### src/rtl/unpacker.sv
// Unpacks LSB-first, row-contiguous reduced-precision values from BIT_WIDTH-bit rows and emits
// one zero- or sign-extended BIT_WIDTH-bit value per output handshake.
module unpacker #(
  parameter int unsigned BIT_WIDTH = 16,
  parameter int unsigned PREC_BITS = 5,
  parameter int unsigned CNT_BITS  = 6
) (
  input  logic                 clk,
  input  logic                 rst_n,
  input  logic [BIT_WIDTH-1:0] i_row,
  input  logic                 i_row_valid,
  output logic                 o_row_ready,
  input  logic [PREC_BITS-1:0] i_prec,
  input  logic                 i_sign_ext,
  input  logic                 i_flush,
  output logic [BIT_WIDTH-1:0] o_out,
  output logic                 o_out_valid,
  input  logic                 i_out_ready
);

  localparam int unsigned BufW = 2 * BIT_WIDTH;
  localparam int unsigned IdxW = $clog2(BIT_WIDTH);
  localparam logic [CNT_BITS-1:0]  BwCnt  = CNT_BITS'(BIT_WIDTH);
  localparam logic [PREC_BITS-1:0] BwPrec = PREC_BITS'(BIT_WIDTH);

  logic [BufW-1:0]      data_q, data_d;
  logic [CNT_BITS-1:0]  cnt_q, cnt_d;
  logic [CNT_BITS-1:0]  p;
  logic                 load, pop;
  logic [BIT_WIDTH-1:0] val_raw, val_mask;
  logic [IdxW-1:0]      sign_idx;
  logic                 sign_bit;
  logic [BufW-1:0]      shifted, keep_mask;
  logic [CNT_BITS-1:0]  base_cnt;

  // Out-of-range precision falls back to full width.
  always_comb begin
    if (i_prec != '0 && i_prec <= BwPrec) begin
      p = CNT_BITS'(i_prec);
    end else begin
      p = BwCnt;
    end
  end

  assign o_row_ready = (cnt_q <= BwCnt) && !i_flush;
  assign o_out_valid = (cnt_q >= p) && !i_flush;
  assign load        = i_row_valid && o_row_ready;
  assign pop         = o_out_valid && i_out_ready;

  always_comb begin
    val_raw  = data_q[BIT_WIDTH-1:0];
    val_mask = {BIT_WIDTH{1'b1}} >> (BwCnt - p);
    sign_idx = IdxW'(p - 1'b1);
    sign_bit = i_sign_ext && val_raw[sign_idx];
    o_out    = (val_raw & val_mask) | (sign_bit ? ~val_mask : '0);
  end

  always_comb begin
    shifted  = data_q;
    base_cnt = cnt_q;
    if (pop) begin
      shifted  = data_q >> p;
      base_cnt = cnt_q - p;
    end
    data_d = shifted;
    cnt_d  = base_cnt;
    if (load) begin
      data_d = shifted | ({{BIT_WIDTH{1'b0}}, i_row} << base_cnt);
      cnt_d  = base_cnt + BwCnt;
    end
    // Clear everything above the new count; a count of BufW shifts the 1 out, giving all ones.
    keep_mask = (BufW'(1) << cnt_d) - BufW'(1);
    data_d    = data_d & keep_mask;
    if (i_flush) begin
      data_d = '0;
      cnt_d  = '0;
    end
  end

  always_ff @(posedge clk or negedge rst_n) begin
    if (!rst_n) begin
      data_q <= '0;
      cnt_q  <= '0;
    end else begin
      data_q <= data_d;
      cnt_q  <= cnt_d;
    end
  end

endmodule

### config.mk
export PLATFORM = sky130hd
export DESIGN_NAME = unpacker
export DESIGN_NICKNAME = d
export VERILOG_FILES = /design/src/rtl/unpacker.sv
export SDC_FILE = /design/constraint.sdc
export NUM_CORES = 1
export LEC_CHECK = 0
export ABC_CLOCK_PERIOD_IN_PS = 6200
export BUFFER_PORTS_ARGS = -buffer_cell sky130_fd_sc_hd__buf_2
export CORE_AREA = 2 2 103 105
export CTS_BUF_LIST = sky130_fd_sc_hd__clkbuf_2
export DETAILED_ROUTE_END_ITERATION = 8
export DIE_AREA = 0 0 105 107
export PLACE_DENSITY = 0.88
export SLEW_MARGIN = 20
export SYNTH_ARGS = -nofsm -noshare
export SYNTH_HDL_FRONTEND = slang
export SYNTH_SLANG_ARGS = --single-unit
### constraint.sdc
create_clock -name clk -period 6.2 [get_ports clk]
set_clock_uncertainty 0.2 [all_clocks]
set_input_delay 0.31 -clock clk [delete_from_list [all_inputs] [get_ports clk]]
set_output_delay 0.31 -clock clk [all_outputs]
set_load 0.05 [all_outputs]
==> results.py, run 1 <==
metrics = {
    "power_and_ir_drop": {
        "p_leak_nw": 3.13,
        "power_mw": 2.52,
        "irDropWorstVdd_v": 0.000207,
        "netSwitchingPower_mw": 1.47,
        "switching_share": 0.583,
        "powerDensity_nw_per_um2": 356,
        "pwr-share-comb": 0.790,
        "seqPwrFrac": 0.145,
        "cellInternalPower_mw": 1.05,
        "power_frac_clock": 0.065,
    },
    "synthesis": {
        "ys_seq_elements": 38,
        "synthCells": 870,
        "synthMostInstantiatedCell": "mux2i_1",
        "netlist_area_sq_um": 6890,
        "synth-edff-count": 0,
        "synth_area_leaders": "mux2i_1 20%, dfrtp_1 14%, nand2_1 4.9%",
        "synth-main-ff-cell": "dfrtp_1",
        "avgSynthCellArea_sq_um": 7.92,
        "yosysSeqAreaShare": 0.138,
        "synthDistinctLibCells": 91,
        "synth_common_cells": "135 x mux2i_1, 89 x nand2_1, 69 x nor2_1",
        "ys_async_sr_fraction": 1.00,
        "synth_top_cell_area_share": 0.196,
        "ys_warn_count": 0,
        "syn_nets": 906,
        "yosysTopAreaCell": "mux2i_1",
    },
    "setup_path": {
        "start_kind": "input pin",
        "crit_family": "compound AO/OA/AOI/OAI gates",
        "cp_slowest_stage_delay_ps": 670,
        "reg2reg_from": "cnt_q[0]",
        "crit_start": "i_prec[1]",
        "cp.required_ps": 6320,
        "crit_type": "in2reg",
        "cp_common_cell": "ha_1",
        "crit_cells": 17,
        "crit_buf_inv": 3,
        "arrival_ps": 5380,
        "ff2ff_path_depth": 14,
        "crit_path_max_fanout": 20,
        "critPathSlowestCell": "a221oi_4",
        "r2r-end": "data_q[12]",
        "crit_chain": "buf_2 -> nor3_1 -> nand2b_1 -> ha_1 -> nor2b_1 -> inv_2 -> ha_1 -> and3_1 -> a221oi_4 -> a22oi_1 -> nand2_1 -> buf_4 -> nand3_1 -> a221o_2 -> mux2i_4 -> a221oi_2 -> a2111oi_2",
        "cp-end-kind": "flop",
        "rrSetupSlack_ps": 1080,
        "crit_end": "data_q[12]",
    },
    "finish": {
        "final_area_sq_um": 7080,
        "nNetsFinal": 904,
        "antenna_cells": 0,
        "area_growth_pct": 2.76,
        "drive_gt1_frac": 0.180,
        "fin_util": 0.701,
    },
    "sta": {
        "timing.setup.tns_ps": 0,
        "worst_slew_pin_slew_ps": 941,
        "setup_viol": 0,
        "period_share": 0.850,
        "period_minus_slack_ps": 5270,
        "drv_slew": 0,
        "fmax_mhz": 190,
        "max-slew-margin-rel": 0.366,
        "rsz0062_at_grt": "no",
        "hold_viol_final": 0,
    },
    "drt": {
        "wl_um": 24400,
        "vias": 7644,
        "antenna_left": 0,
        "vias_per_cell": 7.61,
        "drc": 0,
        "firstDrtPassIters": 6,
        "drt_iter0_markers": 1279,
        "avgRoutedWirePerCell_um": 24.3,
    },
    "run_status": {
        "outcome": "complete, no violations",
    },
    "floorplanning": {
        "ios": 45,
        "row_count": 37,
        "die_area_sq_um": 11200,
        "die_h_um": 107,
        "die_x_um": 105,
        "core_region_area_sq_um": 10100,
        "start_util": 0.682,
    },
    "placement": {
        "post-dp-hpwl_um": 18300,
        "post_dp_cell_area_sq_um": 7000,
        "port_buffers": 44,
        "gp_congestion": 1.12,
    },
    "min_path": {
        "hp-class": "in2reg",
    },
    "global_route": {
        "antenna_found_initial": 0,
        "grt_pass1_vias": 7057,
        "grt_pass1_wl_um": 38800,
        "grt_max_degree": 51,
        "grt-ovfl-total": 0,
        "grt_util_all_layers": 0.435,
    },
    "clock_network": {
        "htree_levels": 2,
        "cts_buffers": 5,
        "clkTransAtPathRegs_ps": 240,
        "insertion_delay_ps": 440,
        "clock-root-buffer": "clkbuf_2",
        "clockBufferDepth": 2,
        "cts_tree": "built",
        "cts_num_sinks": 38,
    },
    "flow_run": {
        "maxCapViolCount": 0,
    },
}
[routing by layer]
layer	GRT usage	up-vias	part of all wire
met5	0.00476	-	0
met4	0.208	0	0.055
met3	0.0930	143	0.12
met2	0.690	607	0.45
met1	0.565	3550	0.37
li1	-	3344	-
[worst min-delay path, delay by kind of cell]
family	cells	cell delay, ps
mux	1	80
compound gates	1	150
simple gates	2	150
buf+inv	1	130
[worst min path at each step]
stage,end,depth (start not counted),start,slack [ps]
after floorplan,cnt_q[0],0,rst_n,-190
after global placement,data_q[2],1,rst_n,250
after detailed placement,data_q[3],1,rst_n,260
after CTS,data_q[22],5,i_row[15],190
after global routing,cnt_q[1],2,i_flush,170
final,data_q[22],5,i_row[15],170
[per-stage QoR]
step	hold slack (ps)	worst slack (ps)	std cells
3_5_place_dp	257	608	996
3_3_place_gp	246	840	996
5_1_grt	175	763	1005
6_report	167	932	1005
2_1_floorplan	-186	851	870
4_1_cts	188	1070	1005
[logic make-up (layout without fill, tap and decap cells)]
logic type	count (synthesis)	after routing	share of synthesized area
AOI/OAI and AO/OA	259	259	0.280
and+or+nand+nor	291	291	0.202
xor gates and xnor gates	15	15	0.0211
adders and majority gates	9	9	0.0174
DFF	38	38	0.138
buffers and inverters	84	83	0.0672
muxes	174	174	0.275
[registers in the layout, summed over array words and instances (netlist names)]
| register | count |
|---|---|
| cnt_q | 6 |
| data_q | 32 |
[what timing repair did]
action | in CTS | in global routing
setup buffers | 0 | 0
endpoints found under the hold margin | 38 | 0
resized for setup | 0 | 0
hold buffers | 1 | 0
[power groups by stage]
stage,logic [mW],clock network (mW),registers (mW)
global placement,1.86,0,0.360
floorplan,1.51,0,0.317
detailed placement,1.89,0,0.364
CTS,1.90,0.159,0.359
finish,1.99,0.164,0.366
global route,2.09,0.174,0.368
[layout make-up]
cell class,count,area (sq um)
multi-input combinational,748,5480
fill,876,3010
sequential,38,951
timing repair buffer,63,365
tap,136,170
clock inverter,3,45.0
inverter,12,45.0
clock buffer,5,25.0
[placed cells by master (no fill, tap or decap), types with 4 or more instances in the layout]
master      n
a211oi_1   10
a21o_1      7
a21oi_1    56
a221oi_1   16
a221oi_2    4
a22oi_1    19
a311oi_1    4
a31oi_1    13
a32oi_1     6
and2_1      6
and3_1      7
and3_2      4
buf_2      44
buf_4      18
clkbuf_2    5
dfrtp_1    38
ha_1        8
inv_1       9
mux2_2     27
mux2i_1   135
mux4_2      6
nand2_1    89
nand2b_1    9
nand3_1    29
nor2_1     69
nor2b_1     9
nor3_1     36
o211ai_1    9
o21a_1      7
o21ai_0    26
o221a_2     7
o221ai_1    7
o22ai_1    27
or2_2       7
or3_1       4
xnor2_1    12
Note: power is estimated with default switching activity, not from simulation.
==> inputs of run 2 (changes only) <==
==> config.mk (replaced) <==
export PLATFORM = sky130hd
export DESIGN_NAME = unpacker
export DESIGN_NICKNAME = d
export VERILOG_FILES = /design/src/rtl/unpacker.sv
export SDC_FILE = /design/constraint.sdc
export NUM_CORES = 1
export LEC_CHECK = 0
export ABC_CLOCK_PERIOD_IN_PS = 5100
export BUFFER_PORTS_ARGS = -buffer_cell sky130_fd_sc_hd__buf_2
export CORE_AREA = 2 2 107 109
export CTS_BUF_LIST = sky130_fd_sc_hd__clkbuf_2
export DETAILED_ROUTE_END_ITERATION = 8
export DIE_AREA = 0 0 109 111
export PLACE_DENSITY = 0.83
export SLEW_MARGIN = 20
export SYNTH_ARGS = -nofsm -noshare
export SYNTH_HDL_FRONTEND = slang
export SYNTH_SLANG_ARGS = --single-unit
==> constraint.sdc (replaced) <==
create_clock -name clk -period 5.1 [get_ports clk]
set_clock_uncertainty 0.2 [all_clocks]
set_input_delay 0.255 -clock clk [delete_from_list [all_inputs] [get_ports clk]]
set_output_delay 0.255 -clock clk [all_outputs]
set_load 0.05 [all_outputs]
==> run 2 against run 1 <==
Effect of this change:
- register-to-register slack lost 550 ps
- first-iteration DRC count down 29%
- utilization is 3.4 points lower
- critical path type unchanged
- largest cell class unchanged
- largest power group unchanged
- highest routed layer unchanged
==> results.py, run 2 (same netlist as run 1, synthesis figures left out) <==
metrics = {
    "clock_network": {
        "htree_levels": 2,
        "insertion_delay_ps": 430,
        "clockBufferDepth": 2,
        "cts_num_sinks": 38,
        "cts_buffers": 5,
        "cts_resized": 0,
        "clock-root-buffer": "clkbuf_2",
        "clkTransAtPathRegs_ps": 220,
        "cts_tree": "built",
    },
    "finish": {
        "post_layout_nonfiller_instances": 1055,
        "top_regs": "data_q (32), cnt_q (6)",
        "area_growth_pct": 7.36,
        "final_area_sq_um": 7390,
        "largest_register_ffs": 32,
        "fin_util": 0.668,
        "fillerInstances": 1031,
        "regMostFlops": "data_q",
        "final_common_cell": "mux2i_1",
        "final_cell_mix": "134 x mux2i_1, 89 x nand2_1, 69 x nor2_1",
        "drive_gt1_frac": 0.218,
        "nNetsFinal": 946,
    },
    "floorplanning": {
        "die_area_sq_um": 12100,
        "die_h_um": 111,
        "start_util": 0.622,
        "ios": 45,
        "core_region_area_sq_um": 11100,
        "row_count": 39,
        "die_x_um": 109,
    },
    "setup_path": {
        "cp-end-kind": "flop",
        "arrival_ps": 4880,
        "crit_path_max_fanout": 7,
        "start_kind": "input pin",
        "crit_type": "in2reg",
        "cp.required_ps": 5230,
    },
    "placement": {
        "post-dp-hpwl_um": 20000,
        "gp_congestion": 1.07,
        "pre_cts_slack_ps": -21.2,
        "port_buffers": 44,
        "post_dp_cell_area_sq_um": 7340,
        "dp_cells": 1045,
    },
    "global_route": {
        "grt_max_degree": 47,
        "grt_util_all_layers": 0.424,
        "antenna_found_initial": 1,
        "grt-ovfl-total": 0,
        "grt_pass1_vias": 7191,
        "grt_pass1_wl_um": 39700,
    },
    "sta": {
        "hold_slack_ps": 128,
        "period_minus_slack_ps": 4750,
        "rsz0062_at_grt": "no",
        "period_share": 0.932,
        "fmax_mhz": 210,
        "worst_slack_ps": 345,
        "worst_slew_pin_slew_ps": 889,
        "max-slew-margin-rel": 0.408,
        "hold_viol_final": 0,
        "setup_viol": 0,
        "drv_slew": 0,
    },
    "power_and_ir_drop": {
        "cellInternalPower_mw": 1.40,
        "powerDensity_nw_per_um2": 438,
        "power_frac_clock": 0.044,
        "switching_share": 0.569,
        "seqPwrFrac": 0.130,
        "p_leak_nw": 3.33,
        "netSwitchingPower_mw": 1.84,
        "pwr-share-comb": 0.827,
        "irDropWorstVdd_v": 0.000308,
    },
    "drt": {
        "antenna_left": 0,
        "avgRoutedWirePerCell_um": 24.3,
        "vias_per_cell": 7.19,
        "drc": 0,
        "wl_um": 25700,
        "drt_iter0_markers": 902,
        "vias": 7589,
        "firstDrtPassIters": 5,
    },
    "min_path": {
        "hp-class": "in2reg",
    },
    "flow_run": {
        "maxCapViolCount": 0,
    },
    "run_status": {
        "outcome": "complete, no violations",
    },
}
## run 2: through the flow
step	power, mW	setup TNS, ps
floorplan	2.23	0
global placement	2.99	0
detailed placement	3.00	-26.3
CTS	3.15	0
global route	3.40	0
finish	3.24	0
## run 2: path summary, 6_finish.rpt
kind | end | cells after the start | from | slack (ps)
min in group asynchronous | data_q[26] | 2 | rst_n | 290
worst min-delay path | cnt_q[1] | 2 | i_flush | 130
worst max register to register | data_q[18] | 16 | cnt_q[0] | 530
worst min register to register | data_q[3] | 2 | data_q[3] | 460
worst max-delay path | data_q[18] | 20 | i_prec[2] | 350
max in group asynchronous | data_q[13] | 2 | rst_n | 3850
## run 2: cell type report
cell class | count | area, sq um | area share
clock inverters | 2 | 8.76 | 0.00118
inverters | 12 | 45.0 | 0.00609
diodes | 1 | 2.50 | 0.000338
clock buffers | 6 | 30.0 | 0.00406
multi-input cells | 748 | 5490 | 0.742
flip-flops and latches | 38 | 951 | 0.129
repair buffers | 105 | 693 | 0.0937
well taps | 143 | 179 | 0.0242
## run 2: layer usage
layer  global-route usage  up-vias  routed length [um]
met5                    0        -                   0
met1                0.553     3591               10400
met4                0.206        0                1360
met3               0.0758       99                2270
met2                0.668      470               11600
li1                     -     3429                   -
## run 2: critical path: stages
cell,delay [ps]
buf_2,150
nor3_1,250
nand2b_1,90
ha_1,330
nor2b_1,180
ha_1,190
inv_1,50
fa_1,440
a21o_1,240
a221o_1,570
o21ai_4,270
nand3_1,180
o311a_4,220
nor2_1,200
nand3_1,120
ha_1,310
a21boi_2,250
nor3_1,210
a21oi_1,90
a211oi_1,280
## run 2: repair_timing
action / in CTS / in global routing
buffers inserted: 0 / 0
hold endpoints to repair: 38 / 0
endpoints found under the setup margin: 0 / 0
hold buffers: 1 / 0
## run 2: power by group through the flow
stage,Combinational (mW),Clock [mW],Sequential (mW)
floorplan,1.84,0,0.385
detailed placement,2.58,0,0.421
global placement,2.57,0,0.421
finish,2.68,0.142,0.420
CTS,2.59,0.143,0.414
global route,2.82,0.152,0.423
==> inputs of run 3 (changes only) <==
--- a/config.mk
+++ b/config.mk
@@ -11,7 +11,7 @@
 export CTS_BUF_LIST = sky130_fd_sc_hd__clkbuf_2
 export DETAILED_ROUTE_END_ITERATION = 8
 export DIE_AREA = 0 0 109 111
-export PLACE_DENSITY = 0.83
+export PLACE_DENSITY_LB_ADDON = 0.08
 export SLEW_MARGIN = 20
 export SYNTH_ARGS = -nofsm -noshare
 export SYNTH_HDL_FRONTEND = slang
==> run 3 against run 2 <==
Effect of this change:
- worst hold slack got worse by 19 ps
- highest routed layer unchanged
- combinational power decreased by 4%
- critical path type unchanged
- largest cell class unchanged
- clock power increased by 79%
- via count increased by 0.92%
- sequential power increased by 3%
- design area decreased by 0.39%
- die area unchanged
- register-to-register slack improved by 50 ps
- utilization decreased by 0.26 points
==> results.py, run 3 (same netlist as run 1, synthesis figures left out) <==
metrics = {
    "run_status": {
        "outcome": "complete, no violations",
    },
    "placement": {
        "gp_congestion": 1.11,
        "post-dp-hpwl_um": 19000,
        "pre_cts_slack_ps": -247,
        "port_buffers": 44,
        "post_dp_cell_area_sq_um": 7260,
    },
    "finish": {
        "area_growth_pct": 6.94,
        "top_regs": "data_q (32), cnt_q (6)",
        "drive_gt1_frac": 0.211,
        "final_area_sq_um": 7370,
        "final_cell_mix": "134 x mux2i_1, 89 x nand2_1, 69 x nor2_1",
        "antenna_cells": 0,
        "regMostFlops": "data_q",
        "fin_util": 0.665,
        "largest_register_ffs": 32,
        "final_common_cell": "mux2i_1",
        "nNetsFinal": 936,
    },
    "clock_network": {
        "clock-root-buffer": "clkbuf_2",
        "cts_num_sinks": 38,
        "clkTransAtPathRegs_ps": 250,
        "cts_buffers": 5,
        "clockBufferDepth": 2,
        "htree_levels": 2,
        "insertion_delay_ps": 460,
        "cts_tree": "built",
    },
    "floorplanning": {
        "die_h_um": 111,
        "start_util": 0.622,
        "row_count": 39,
        "die_x_um": 109,
        "ios": 45,
        "die_area_sq_um": 12100,
        "core_region_area_sq_um": 11100,
    },
    "setup_path": {
        "cp.required_ps": 5270,
        "crit_type": "in2reg",
        "cp-end-kind": "flop",
        "arrival_ps": 4960,
        "start_kind": "input pin",
        "crit_path_max_fanout": 7,
    },
    "sta": {
        "hold_viol_final": 0,
        "fmax_mhz": 209,
        "drv_slew": 0,
        "setup_viol": 0,
        "worst_slack_ps": 316,
        "period_minus_slack_ps": 4780,
        "rsz0062_at_grt": "no",
        "max-slew-margin-rel": 0.402,
        "period_share": 0.938,
        "worst_slew_pin_slew_ps": 897,
    },
    "drt": {
        "dr_wl_met2_um": 11300,
        "dr_wl_met3_um": 2320,
        "drc": 0,
        "wl_um": 24900,
        "drt-met1-wl_um": 9730,
        "avgRoutedWirePerCell_um": 23.9,
        "antenna_left": 0,
        "top_layer": "met4",
        "vias_per_cell": 7.34,
        "vias": 7659,
        "firstDrtPassIters": 6,
        "drt_iter0_markers": 1124,
    },
    "min_path": {
        "hp-class": "in2reg",
    },
    "global_route": {
        "grt_util_all_layers": 0.418,
        "grt-ovfl-total": 0,
        "grt_max_degree": 52,
        "antenna_found_initial": 0,
        "grt_pass1_vias": 7302,
        "grt_pass1_wl_um": 39400,
    },
    "power_and_ir_drop": {
        "p_leak_nw": 3.30,
        "irDropWorstVdd_v": 0.000292,
        "power_mw": 3.27,
        "powerDensity_nw_per_um2": 444,
    },
    "flow_run": {
        "maxCapViolCount": 0,
    },
}
run 3: changes by cell type in the layout (fill, tap and decap cells not counted), sizes merged:
cell / before / now
diode: 1 / 0
buf: 104 / 94
bufinv: 0 / 2
clkbuf: 6 / 5
clkinv: 2 / 1
run 3: layout make-up:
type,instances,area (sq um)
Clock buffer,5,25.0
Clock inverter,3,63.8
Fill cell,967,3710
Inverter,12,45.0
Multi-Input combinational cell,748,5500
Sequential cell,38,951
Tap cell,143,179
Timing Repair Buffer,95,606
run 3: what timing repair did:
item / CTS / global route
hold buffers: 1 / 0
hold endpoints to repair: 38 / 0
resized for setup: 0 / 2
setup buffers: 0 / 0
endpoints found under the setup margin: 0 / 5
run 3: per-layer routing:
metal	up-vias	track usage
met5	-	0
met4	0	0.227
met3	127	0.0835
met2	494	0.661
met1	3638	0.528
li1	3400	-
run 3: final timing paths:
check                           from    endpoint  cells past startpoint  slack [ps]
setup / recovery           i_prec[1]  data_q[30]                     20         320
hold / removal               i_flush    cnt_q[2]                      3         110
setup reg to reg            cnt_q[0]  data_q[30]                     16         580
hold reg to reg            data_q[3]   data_q[3]                      2         470
max in group asynchronous      rst_n  data_q[24]                      2        3880
min in group asynchronous      rst_n    cnt_q[2]                      2         220
run 3: worst max-delay path, cell delays in order:
cell and delay [ps]:
buf_2 120, nor3_1 240, nand2b_1 90, ha_1 340, nor2b_2 250, ha_1 220
inv_1 50, fa_1 440, a211oi_2 340, nor2_1 120, nor2_1 340, mux2i_4 390
o311a_4 250, nor2_1 80, nand3_1 90, ha_1 300, o21ai_2 110, or3_1 370
o31a_1 240, o311a_1 330
run 3: where the power goes:
part	total (mW)	leakage [nW]	internal [mW]	switching (mW)
clock	0.254	0.0506	0.130	0.124
combinational	2.58	2.72	0.976	1.61
sequential	0.434	0.525	0.344	0.0897
total	3.27	3.30	1.45	1.82
run 3: per-stage QoR:
step | hold slack [ps] | setup TNS, ps | std cells
after floorplan | -241 | 0 | 870
after global placement | 207 | -249 | 1035
after detailed placement | 221 | -1380 | 1035
after CTS | 122 | 0 | 1044
after global routing | 93.9 | 0 | 1044
final | 110 | 0 | 1044
